## src/rtl/rng_pkg.sv

```systemverilog
// rtl/rng_pkg.sv - shared FSM type and maximal-length tap table for lfsr_rng
package rng_pkg;

  typedef enum logic [1:0] {
    ST_IDLE   = 2'd0,
    ST_SHIFT  = 2'd1,
    ST_REDUCE = 2'd2
  } rng_state_t;

  // Fibonacci feedback masks (bit i set = state[i] feeds the XOR), maximal length
  function automatic logic [31:0] max_taps(input int width);
    case (width)
      4:       max_taps = 32'h0000_000C;
      5:       max_taps = 32'h0000_0014;
      6:       max_taps = 32'h0000_0030;
      7:       max_taps = 32'h0000_0060;
      8:       max_taps = 32'h0000_00B8;
      9:       max_taps = 32'h0000_0110;
      10:      max_taps = 32'h0000_0240;
      11:      max_taps = 32'h0000_0500;
      12:      max_taps = 32'h0000_0829;
      13:      max_taps = 32'h0000_100D;
      14:      max_taps = 32'h0000_2015;
      15:      max_taps = 32'h0000_6000;
      16:      max_taps = 32'h0000_B400;
      17:      max_taps = 32'h0001_2000;
      18:      max_taps = 32'h0002_0400;
      19:      max_taps = 32'h0004_0023;
      20:      max_taps = 32'h0009_0000;
      21:      max_taps = 32'h0014_0000;
      22:      max_taps = 32'h0030_0000;
      23:      max_taps = 32'h0042_0000;
      24:      max_taps = 32'h00E1_0000;
      25:      max_taps = 32'h0120_0000;
      26:      max_taps = 32'h0200_0023;
      27:      max_taps = 32'h0400_0013;
      28:      max_taps = 32'h0900_0000;
      29:      max_taps = 32'h1400_0000;
      30:      max_taps = 32'h2000_0029;
      31:      max_taps = 32'h4800_0000;
      32:      max_taps = 32'h8020_0003;
      default: max_taps = 32'h0000_0000;
    endcase
  endfunction

endpackage

```

## src/rtl/lfsr_rng_if.sv

```systemverilog
// rtl/lfsr_rng_if.sv - sample request/response bundle for lfsr_rng
interface lfsr_rng_if #(
  parameter int WIDTH = 8
);
  logic             req;
  logic             busy;
  logic             valid;
  logic [WIDTH-1:0] rnd;

  modport master (output req, input busy, input valid, input rnd);
  modport slave  (input req, output busy, output valid, output rnd);
endinterface

```

## src/rtl/lfsr_core.sv

```systemverilog
// rtl/lfsr_core.sv - Fibonacci LFSR register with reseed and all-zero recovery
module lfsr_core #(
  parameter int               WIDTH = 8,
  parameter logic [WIDTH-1:0] TAPS  = WIDTH'(8'hB8),
  parameter logic [WIDTH-1:0] SEED  = WIDTH'(100)
) (
  input  logic             clock,
  input  logic             reset,
  input  logic             enable,
  input  logic             seed_load,
  input  logic [WIDTH-1:0] seed_in,
  output logic [WIDTH-1:0] state,
  output logic [WIDTH-1:0] state_next,
  output logic             shifting
);

  logic fb;

  // next state by priority: reseed, lockup recovery, shift, hold
  always_comb begin
    fb         = ^(state & TAPS);
    shifting   = 1'b0;
    state_next = state;
    if (seed_load) begin
      state_next = (seed_in == '0) ? SEED : seed_in;
    end else if (state == '0) begin
      state_next = SEED;
    end else if (enable) begin
      state_next = {state[WIDTH-2:0], fb};
      shifting   = 1'b1;
    end
  end

  // state register, seeded on reset
  always_ff @(posedge clock or negedge reset) begin
    if (!reset) begin
      state <= SEED;
    end else begin
      state <= state_next;
    end
  end

endmodule

```

## src/rtl/lfsr_rng.sv

```systemverilog
// rtl/lfsr_rng.sv - sampled LFSR random source with range reduction
module lfsr_rng
  import rng_pkg::*;
#(
  parameter int               WIDTH    = 8,
  parameter logic [WIDTH-1:0] TAPS     = WIDTH'(max_taps(WIDTH)),
  parameter logic [WIDTH-1:0] SEED     = WIDTH'(100),
  parameter int unsigned      SHIFTS   = 8,
  parameter int unsigned      OUT_MIN  = 0,
  parameter int unsigned      OUT_SPAN = 0
) (
  input  logic             clock,
  input  logic             reset,
  input  logic             enable,
  input  logic             seed_load,
  input  logic [WIDTH-1:0] seed_in,
  output logic [WIDTH-1:0] lfsr,
  lfsr_rng_if.slave        bus
);

  localparam int unsigned     CW        = $clog2(SHIFTS + 1);
  localparam logic [CW-1:0]   CNT_LAST  = CW'(SHIFTS - 1);
  localparam longint unsigned RANGE_TOP = longint'(OUT_MIN) + longint'(OUT_SPAN);
  localparam logic [WIDTH:0]  SPAN_X    = (WIDTH + 1)'(OUT_SPAN);
  localparam logic [WIDTH-1:0] SPAN_W   = WIDTH'(OUT_SPAN);
  localparam logic [WIDTH-1:0] MIN_W    = WIDTH'(OUT_MIN);

  // refuse configurations that cannot work
  if (WIDTH < 4 || WIDTH > 32) begin : g_bad_width
    $error("lfsr_rng: WIDTH must be 4..32");
  end
  if (SEED == '0) begin : g_bad_seed
    $error("lfsr_rng: SEED must be nonzero");
  end
  if (SHIFTS < 1) begin : g_bad_shifts
    $error("lfsr_rng: SHIFTS must be at least 1");
  end
  if (OUT_SPAN != 0 && (RANGE_TOP - 1) >= (64'd1 << WIDTH)) begin : g_bad_range
    $error("lfsr_rng: OUT_MIN+OUT_SPAN-1 does not fit in WIDTH bits");
  end

  logic [WIDTH-1:0] lfsr_next;
  logic             shifting;

  lfsr_core #(
    .WIDTH (WIDTH),
    .TAPS  (TAPS),
    .SEED  (SEED)
  ) u_core (
    .clock      (clock),
    .reset      (reset),
    .enable     (enable),
    .seed_load  (seed_load),
    .seed_in    (seed_in),
    .state      (lfsr),
    .state_next (lfsr_next),
    .shifting   (shifting)
  );

  rng_state_t       st;
  logic [CW-1:0]    cnt;
  logic [WIDTH-1:0] work;
  logic [WIDTH-1:0] rnd_q;
  logic             valid_q;
  logic             busy_q;
  logic             work_ge;

  assign work_ge   = (OUT_SPAN != 0) && ({1'b0, work} >= SPAN_X);
  assign bus.rnd   = rnd_q;
  assign bus.valid = valid_q;
  assign bus.busy  = busy_q;

  // request FSM: decorrelate by SHIFTS real shifts, then reduce by repeated subtraction
  always_ff @(posedge clock or negedge reset) begin
    if (!reset) begin
      st      <= ST_IDLE;
      cnt     <= '0;
      work    <= '0;
      rnd_q   <= '0;
      valid_q <= 1'b0;
      busy_q  <= 1'b0;
    end else begin
      valid_q <= 1'b0;
      case (st)
        ST_IDLE: begin
          if (bus.req) begin
            st     <= ST_SHIFT;
            cnt    <= '0;
            busy_q <= 1'b1;
          end
        end
        ST_SHIFT: begin
          if (seed_load) begin
            cnt <= '0;
          end else if (shifting) begin
            cnt <= cnt + 1'b1;
            if (cnt == CNT_LAST) begin
              work <= lfsr_next;
              st   <= ST_REDUCE;
            end
          end
        end
        ST_REDUCE: begin
          if (work_ge) begin
            work <= work - SPAN_W;
          end else begin
            rnd_q   <= MIN_W + work;
            valid_q <= 1'b1;
            busy_q  <= 1'b0;
            st      <= ST_IDLE;
          end
        end
        default: begin
          st     <= ST_IDLE;
          busy_q <= 1'b0;
        end
      endcase
    end
  end

endmodule

```

## src/flat_wrapper.sv

```systemverilog
// flat-port wrapper written by rule: the top's interface ports become plain ports
module lfsr_rng_flat import rng_pkg::*;
#(
  parameter int               WIDTH    = 8,
  parameter logic [WIDTH-1:0] TAPS     = WIDTH'(max_taps(WIDTH)),
  parameter logic [WIDTH-1:0] SEED     = WIDTH'(100),
  parameter int unsigned      SHIFTS   = 8,
  parameter int unsigned      OUT_MIN  = 0,
  parameter int unsigned      OUT_SPAN = 0
)
  (clock, reset, enable, seed_load, seed_in, lfsr, bus_req, bus_busy, bus_valid, bus_rnd);
  lfsr_rng_if #(.WIDTH(WIDTH)) bus_i ();
  input  logic clock;
  input  logic reset;
  input  logic enable;
  input  logic seed_load;
  input  logic [WIDTH-1:0] seed_in;
  output logic [WIDTH-1:0] lfsr;
  input wire logic [$bits(bus_i.req)-1:0] bus_req;
  output wire logic [$bits(bus_i.busy)-1:0] bus_busy;
  output wire logic [$bits(bus_i.valid)-1:0] bus_valid;
  output wire logic [$bits(bus_i.rnd)-1:0] bus_rnd;
  assign bus_i.req = bus_req;
  assign bus_busy = bus_i.busy;
  assign bus_valid = bus_i.valid;
  assign bus_rnd = bus_i.rnd;
  lfsr_rng #(.WIDTH(WIDTH), .TAPS(TAPS), .SEED(SEED), .SHIFTS(SHIFTS), .OUT_MIN(OUT_MIN), .OUT_SPAN(OUT_SPAN)) u_core (.clock(clock), .reset(reset), .enable(enable), .seed_load(seed_load), .seed_in(seed_in), .lfsr(lfsr), .bus(bus_i));
endmodule
```

## config.mk

```make
export PLATFORM = sky130hd
export DESIGN_NAME = lfsr_rng_flat
export DESIGN_NICKNAME = d
export VERILOG_FILES = /design/src/rtl/rng_pkg.sv /design/src/rtl/lfsr_rng_if.sv /design/src/rtl/lfsr_core.sv /design/src/rtl/lfsr_rng.sv /design/src/flat_wrapper.sv
export SDC_FILE = /design/constraint.sdc
export NUM_CORES = 1
export LEC_CHECK = 0
export ABC_AREA = 1
export CAP_MARGIN = 25
export CORE_UTILIZATION = 45
export CTS_BUF_LIST = sky130_fd_sc_hd__clkbuf_8
export CTS_CLUSTER_DIAMETER = 120
export DETAILED_ROUTE_END_ITERATION = 16
export PLACE_DENSITY = 0.78
export REMOVE_ABC_BUFFERS = 1
export SYNTH_ARGS = -nofsm -noshare
export SYNTH_HDL_FRONTEND = slang
export SYNTH_SLANG_ARGS = --single-unit
```

## constraint.sdc

```tcl
create_clock -name clock -period 1.6 [get_ports clock]
set_clock_uncertainty 0.2 [all_clocks]
set_input_delay 0.32 -clock clock [delete_from_list [all_inputs] [get_ports clock]]
set_output_delay 0.32 -clock clock [all_outputs]
set_load 0.1 [all_outputs]
```

== After elaboration in Yosys (flattened, before gate mapping) ==
Index checks and enable logic that the tools add are counted.
Storage, ports and cells
  bits in registers: 32
  word-level logic and storage cells: 46
  output and inout bits: 18
Cells by class
  $add $sub $neg: 1
  mux-type cells: 19
  reductions and logical operators: 9
  equal/unequal tests: 8
  bitwise gates (word level): 2
Operators by type and width (count)
  $mux W8: 4
  $logic_not A8 Y1: 2
  $mux W4: 3
  $mux W2: 4
  $pmux W4 S2: 1
  $reduce_and A4 Y1: 2
  $reduce_xor A8 Y1: 1
  $ne A2 B2 Y1 const B: 3
  $mux W1: 5
  $add A4 B1 Y4 const B: 1
  $eq A4 B3 Y1 const B: 1
  $pmux W2 S2: 1
  $ne A3 B3 Y1 const B: 1
  $reduce_and A3 Y1: 1
  $eq A2 B1 Y1 const B: 1
  $eq A2 B2 Y1 const B: 1
  $logic_not A2 Y1: 1
  $ne A2 B1 Y1 const B: 1
  $not A1 Y1: 2
  $pmux W1 S2: 1
  $reduce_and A2 Y1: 1
  $reduce_bool A2 Y1: 1

== Logic depth before layout (Yosys ltp) ==
  word-level depth: 6
  depth in mapped cells: 11
  depth with buffers taken out: 11

== By module ==
Synthesis repeated with hierarchy kept, for this count alone.
Second synthesis, totals
  cell total of the unflattened synthesis: 196
  area total of the unflattened synthesis: 1545.2 µm²
By module, submodules not included
  lfsr_rng: area each 1023.5 µm², times used 1, cells an instance 117
  lfsr_core: area each 521.8 µm², times used 1, cells an instance 79

== Least setup slack after synthesis ==
No wires, ideal clock.
  path kind: register to register
  start point: register u_core.u_core.state[4]
  end point: register u_core.work[1]
  cell stages (with the launch flop): 12
  arrival time: 1.952 ns
  setup slack: -0.670 ns
  data required time: 1.282 ns
  library setup time: 0.118 ns
  path buffers: 1
  cell sequence: dfrtp_1 > inv_1 > ha_1 > inv_1 > nor2_1 > nand2_2 > nor2_4 > nor2_4 > nand3b_4 > buf_6 > nand2_1 > o21ai_2
On the way
  word-level cells in the longest chain between the ends: 4
  elaborated cells on any way between the ends: 6
  those cells by class: mux (4); reduce/logical (2)
Ends and longest elaborated chain
  start, declared: RTL line lfsr_core.sv:12  | output logic [WIDTH-1:0] state,
  start signal, assigned: RTL line lfsr_core.sv:39  | state <= state_next;
  $logic_not A8 Y1 *: RTL line lfsr_core.sv:26  | end else if (state == '0) begin
  $mux W1: RTL line lfsr_core.sv:26
  $mux W1: RTL line lfsr_core.sv:24  | if (seed_load) begin
  $reduce_and A4 Y1 (no line)
  end signal, assigned: RTL line lfsr_rng.sv:98  | work <= lfsr_next;
  end signal, assigned: RTL line lfsr_rng.sv:105  | work <= work - SPAN_W;
  end, declared: RTL line lfsr_rng.sv:62  | logic [WIDTH-1:0] work;
Every way passes the cells marked *; elsewhere a longest branch is shown, timed or not.
A chain may end at the register's enable or synchronous reset.

== Final worst setup path ==
  start point: register u_core.u_core.state[5]
  end point: register u_core.work[6]
On the way
  word-level cells in the longest chain between the ends: 4
  elaborated cells on any way between the ends: 7
  those cells by class: mux (5); reduce/logical (2)
Ends and longest elaborated chain (RTL line)
  $logic_not A8 Y1: lfsr_core.sv:26
  $mux W1: lfsr_core.sv:26
  $mux W1: lfsr_core.sv:24
  $reduce_and A4 Y1 (no line)
Parallel ways exist; a longest one is shown, timed or not.

==> flow_metrics.py <==
metrics = {
    "clock_network": {
        "clkSinkCount": 32,
        "ctsHtreeMaxLevel": 2,
        "path_clk_slew_ns": 0.07,
        "root_buffer": "clkbuf_8",
        "hold_buffers": 0,
        "cts_tree": "yes",
        "clock_latency_ns": 0.28,
        "clockBufferDepth": 2,
        "numCtsBuffers": 5,
    },
    "outcome": {
        "outcome": "finished, violations left",
        "violations": "negative setup slack",
    },
    "power_and_ir_drop": {
        "p_seq_share_pct": 38.8,
        "p_sw_share_pct": 32.0,
        "vdd_drop_max_v": 0.000758,
        "clock_power_share_pct": 31.6,
        "leakage_nw": 1.26,
        "power_frac_comb_pct": 29.6,
        "p_int_w": 0.00160,
        "p_total_w": 0.00235,
        "p_sw_w": 0.000751,
        "powerDensity_mw_per_mm2": 961,
    },
    "routing": {
        "ant_nets": 0,
        "drc": 0,
        "wl_per_cell_um": 12.0,
        "wl_um": 3570,
        "drt_iter0_markers": 80,
        "vias": 1453,
        "firstDrtPassIters": 4,
        "routed_via_density": 4.89,
    },
    "worst_setup_path": {
        "slowest_delay_ns": 0.54,
        "critical_path_required_ns": 1.62,
        "path_class": "reg2reg",
        "worst_r2r_path_depth": 11,
        "crit_fanout": 6,
        "endpoint_kind": "register",
        "slowest_stage": "dfstp_2",
        "path_cells": "inv_2 -> ha_4 -> inv_2 -> nor2_2 -> nand2_2 -> nor2_4 -> nor2_4 -> nand3b_4 -> inv_6 -> nand2_2 -> nand2_1",
        "cp.arrival_ns": 1.79,
        "start_kind": "register",
    },
    "floorplanning": {
        "num_rows": 21,
        "io_pins": 31,
        "core_area_mm2": 0.00336,
        "start_util_pct": 47.1,
        "dieWidth_um": 61.3,
        "fp.dieH_um": 61.3,
        "die_area_mm2": 0.00376,
    },
    "grt": {
        "grt_start_max_net_pins": 33,
        "grt_pass1_vias": 1341,
        "antenna_found_initial": 0,
        "grt_util_all_layers_pct": 21.6,
        "grt_pass1_wl_um": 5720,
        "grt-ovfl-total": 0,
    },
    "finish": {
        "multi_input_area_um2": 721,
        "fill_cells": 245,
        "diodes": 0,
        "area_growth_pct": 54.3,
        "fin_cells": 297,
        "drive_above_1_share_pct": 31.1,
        "regArea_um2": 805,
        "nNetsFinal": 265,
    },
    "placed_design": {
        "gp_congestion": 0.853,
        "portBuffers": 30,
        "dp.cells": 285,
        "hpwl_um": 2470,
    },
    "worst_hold_path": {
        "hp-class": "in2async",
    },
    "logic_synthesis": {
        "synthCells": 194,
        "yosys.area.top_type": "dfrtp_1",
        "synthTopCellsByArea": "dfrtp_1, nand2_1, dfstp_2",
        "ys_seq_area_share_pct": 50.8,
        "avgSynthCellArea_um2": 8.16,
        "ys_ff_latch": 32,
        "yosys.area.top_type_share_pct": 45.8,
        "synth_area_mm2": 0.00158,
        "ys_warn_count": 0,
        "ys_types": 27,
    },
    "timing": {
        "finalSetupViolations": 20,
        "rsz0062_at_grt": "true",
        "max_freq_ghz": 0.565,
        "fin_hold_ws_ns": 0.198,
        "slew_viol_final": 0,
        "setup_ws_ns": -0.170,
        "layout_min_cycle_time_ns": 1.77,
        "tns_ns": -2.04,
        "relSlewSlack_pct": 77.0,
        "max_slew.worst_pin.slew_ns": 0.344,
        "period_share_pct": 111,
        "hold_violations": 0,
    },
    "flow_run": {
        "maxCapViolCount": 0,
    },
}
==> critical path, delay by kind of cell, from the launching register on <==
| kind | cells | cell delay, ns |
|---|---|---|
| flops | 1 | 0.54 |
| simple gates | 7 | 0.59 |
| buf+inv | 3 | 0.22 |
| fa+ha+maj | 1 | 0.15 |
==> worst paths after layout <==
path / startpoint / to / slack [ns]
max: u_core.u_core.state[5]$_DFF_PN1_ / u_core.work[6]$_DFFE_PN0P_ / -0.17
min: reset / u_core.bus.rnd[5]$_DFFE_PN0P_ / 0.20
max reg2reg: u_core.u_core.state[5]$_DFF_PN1_ / u_core.work[6]$_DFFE_PN0P_ / -0.17
min reg2reg: u_core.st[1]$_DFFE_PN0P_ / u_core.bus.busy$_DFFE_PN0P_ / 0.27
max in group asynchronous: reset / u_core.u_core.state[5]$_DFF_PN1_ / 0.76
min in group clock: u_core.st[1]$_DFFE_PN0P_ / u_core.bus.busy$_DFFE_PN0P_ / 0.27
==> state kept, by name (all words and copies together) (netlist names) <==
signal / count
u_core.bus.rnd: 8
u_core.work: 8
u_core.cnt: 4
u_core.bus.busy: 1
u_core.u_core.state: 8
u_core.bus.valid: 1
u_core.st: 2
==> cell families after synthesis <==
logic type                 after synthesis  share of synthesized area (%)
AOI/OAI and AO/OA                       23                           9.17
xor gates and xnor gates                 1                          0.553
adders and majority gates                2                           1.58
buffers and inverters                   27                           7.19
DFF                                     32                           50.8
and+or+nand+nor                        109                           30.7
==> final cells by class <==
type | count | area share, %
sequential | 32 | 32.9
multi-input combinational | 136 | 29.5
timing repair buffer | 51 | 26.9
inverter | 24 | 3.89
clock buffer | 5 | 2.82
tap | 46 | 2.36
clock inverter | 3 | 1.59
==> placed cells by master (no fill, tap or decap) <==
| cell | n |
|---|---|
| a21oi_1 | 1 |
| buf_12 | 19 |
| buf_4 | 18 |
| buf_6 | 2 |
| bufinv_16 | 1 |
| clkbuf_8 | 5 |
| clkdlybuf4s50_1 | 11 |
| clkinv_2 | 1 |
| dfrtp_1 | 29 |
| dfstp_2 | 3 |
| dlygate4sd2_1 | 1 |
| ha_1 | 1 |
| ha_4 | 1 |
| inv_1 | 18 |
| inv_2 | 6 |
| inv_6 | 1 |
| nand2_1 | 65 |
| nand2_2 | 9 |
| nand3_1 | 12 |
| nand3_2 | 1 |
| nand3b_1 | 1 |
| nand3b_4 | 2 |
| nor2_1 | 13 |
| nor2_2 | 2 |
| nor2_4 | 2 |
| nor3_1 | 1 |
| nor3_4 | 1 |
| nor4_1 | 1 |
| o211ai_1 | 3 |
| o21a_1 | 3 |
| o21ai_0 | 8 |
| o21ai_1 | 4 |
| o21ai_2 | 4 |
| xor2_1 | 1 |
==> metal layers <==
| layer | part of all wire [%] | routed length, um | vias to the layer above | global-route usage [%] |
|---|---|---|---|---|
| met1 | 43 | 1520 | 673 | 25.7 |
| met2 | 52 | 1840 | 45 | 35.7 |
| met4 | 2.1 | 76 | 0 | 9.74 |
| met3 | 3.6 | 127 | 9 | 6.93 |
| met5 | 0 | 0 | - | 0 |
| li1 | - | - | 726 | - |
==> cell usage after synthesis <==
library cell and instances:
a21oi_1 1, buf_2 1, buf_4 1, buf_6 1, dfrtp_1 29, dfstp_2 3, ha_1 2, inv_1 21
inv_2 3, nand2_1 71, nand2_2 3, nand3_1 12, nand3_2 1, nand3b_1 1, nand3b_4 1, nor2_1 14
nor2_2 1, nor2_4 2, nor3_1 1, nor3_2 1, nor4_1 1, o211ai_1 3, o21a_1 3, o21ai_0 10
o21ai_1 2, o21ai_2 4, xor2_1 1
==> stage by stage <==
| step | utilization [%] | cell area (um^2) | setup slack, ns |
|---|---|---|---|
| 2_1_floorplan | - | 1560 | -0.638 |
| 3_3_place_gp | 66.7 | 2240 | -0.323 |
| 3_5_place_dp | 66.7 | 2240 | -0.380 |
| 4_1_cts | 70.9 | 2380 | -0.148 |
| 5_1_grt | 72.6 | 2440 | -0.252 |
| 6_report | 72.6 | 2440 | -0.170 |
==> power groups by stage <==
stage	logic [W]	clock network, W	registers, W
CTS	0.000673	0.000746	0.000909
detailed placement	0.000658	0	0.000921
global placement	0.000650	0	0.000919
finish	0.000695	0.000741	0.000911
floorplan	0.000146	0	0.00114
global route	0.000740	0.000789	0.000917
==> what timing repair did <==
| item | CTS | global route |
|---|---|---|
| pin swaps | 8 | 11 |
| endpoints found under the hold margin | 0 | 0 |
| gates cloned | 1 | 0 |
| endpoints found under the setup margin | 18 | 21 |
| setup buffers | 0 | 3 |
| gates resized for setup | 10 | 12 |
(Power assumes the default switching activity.)
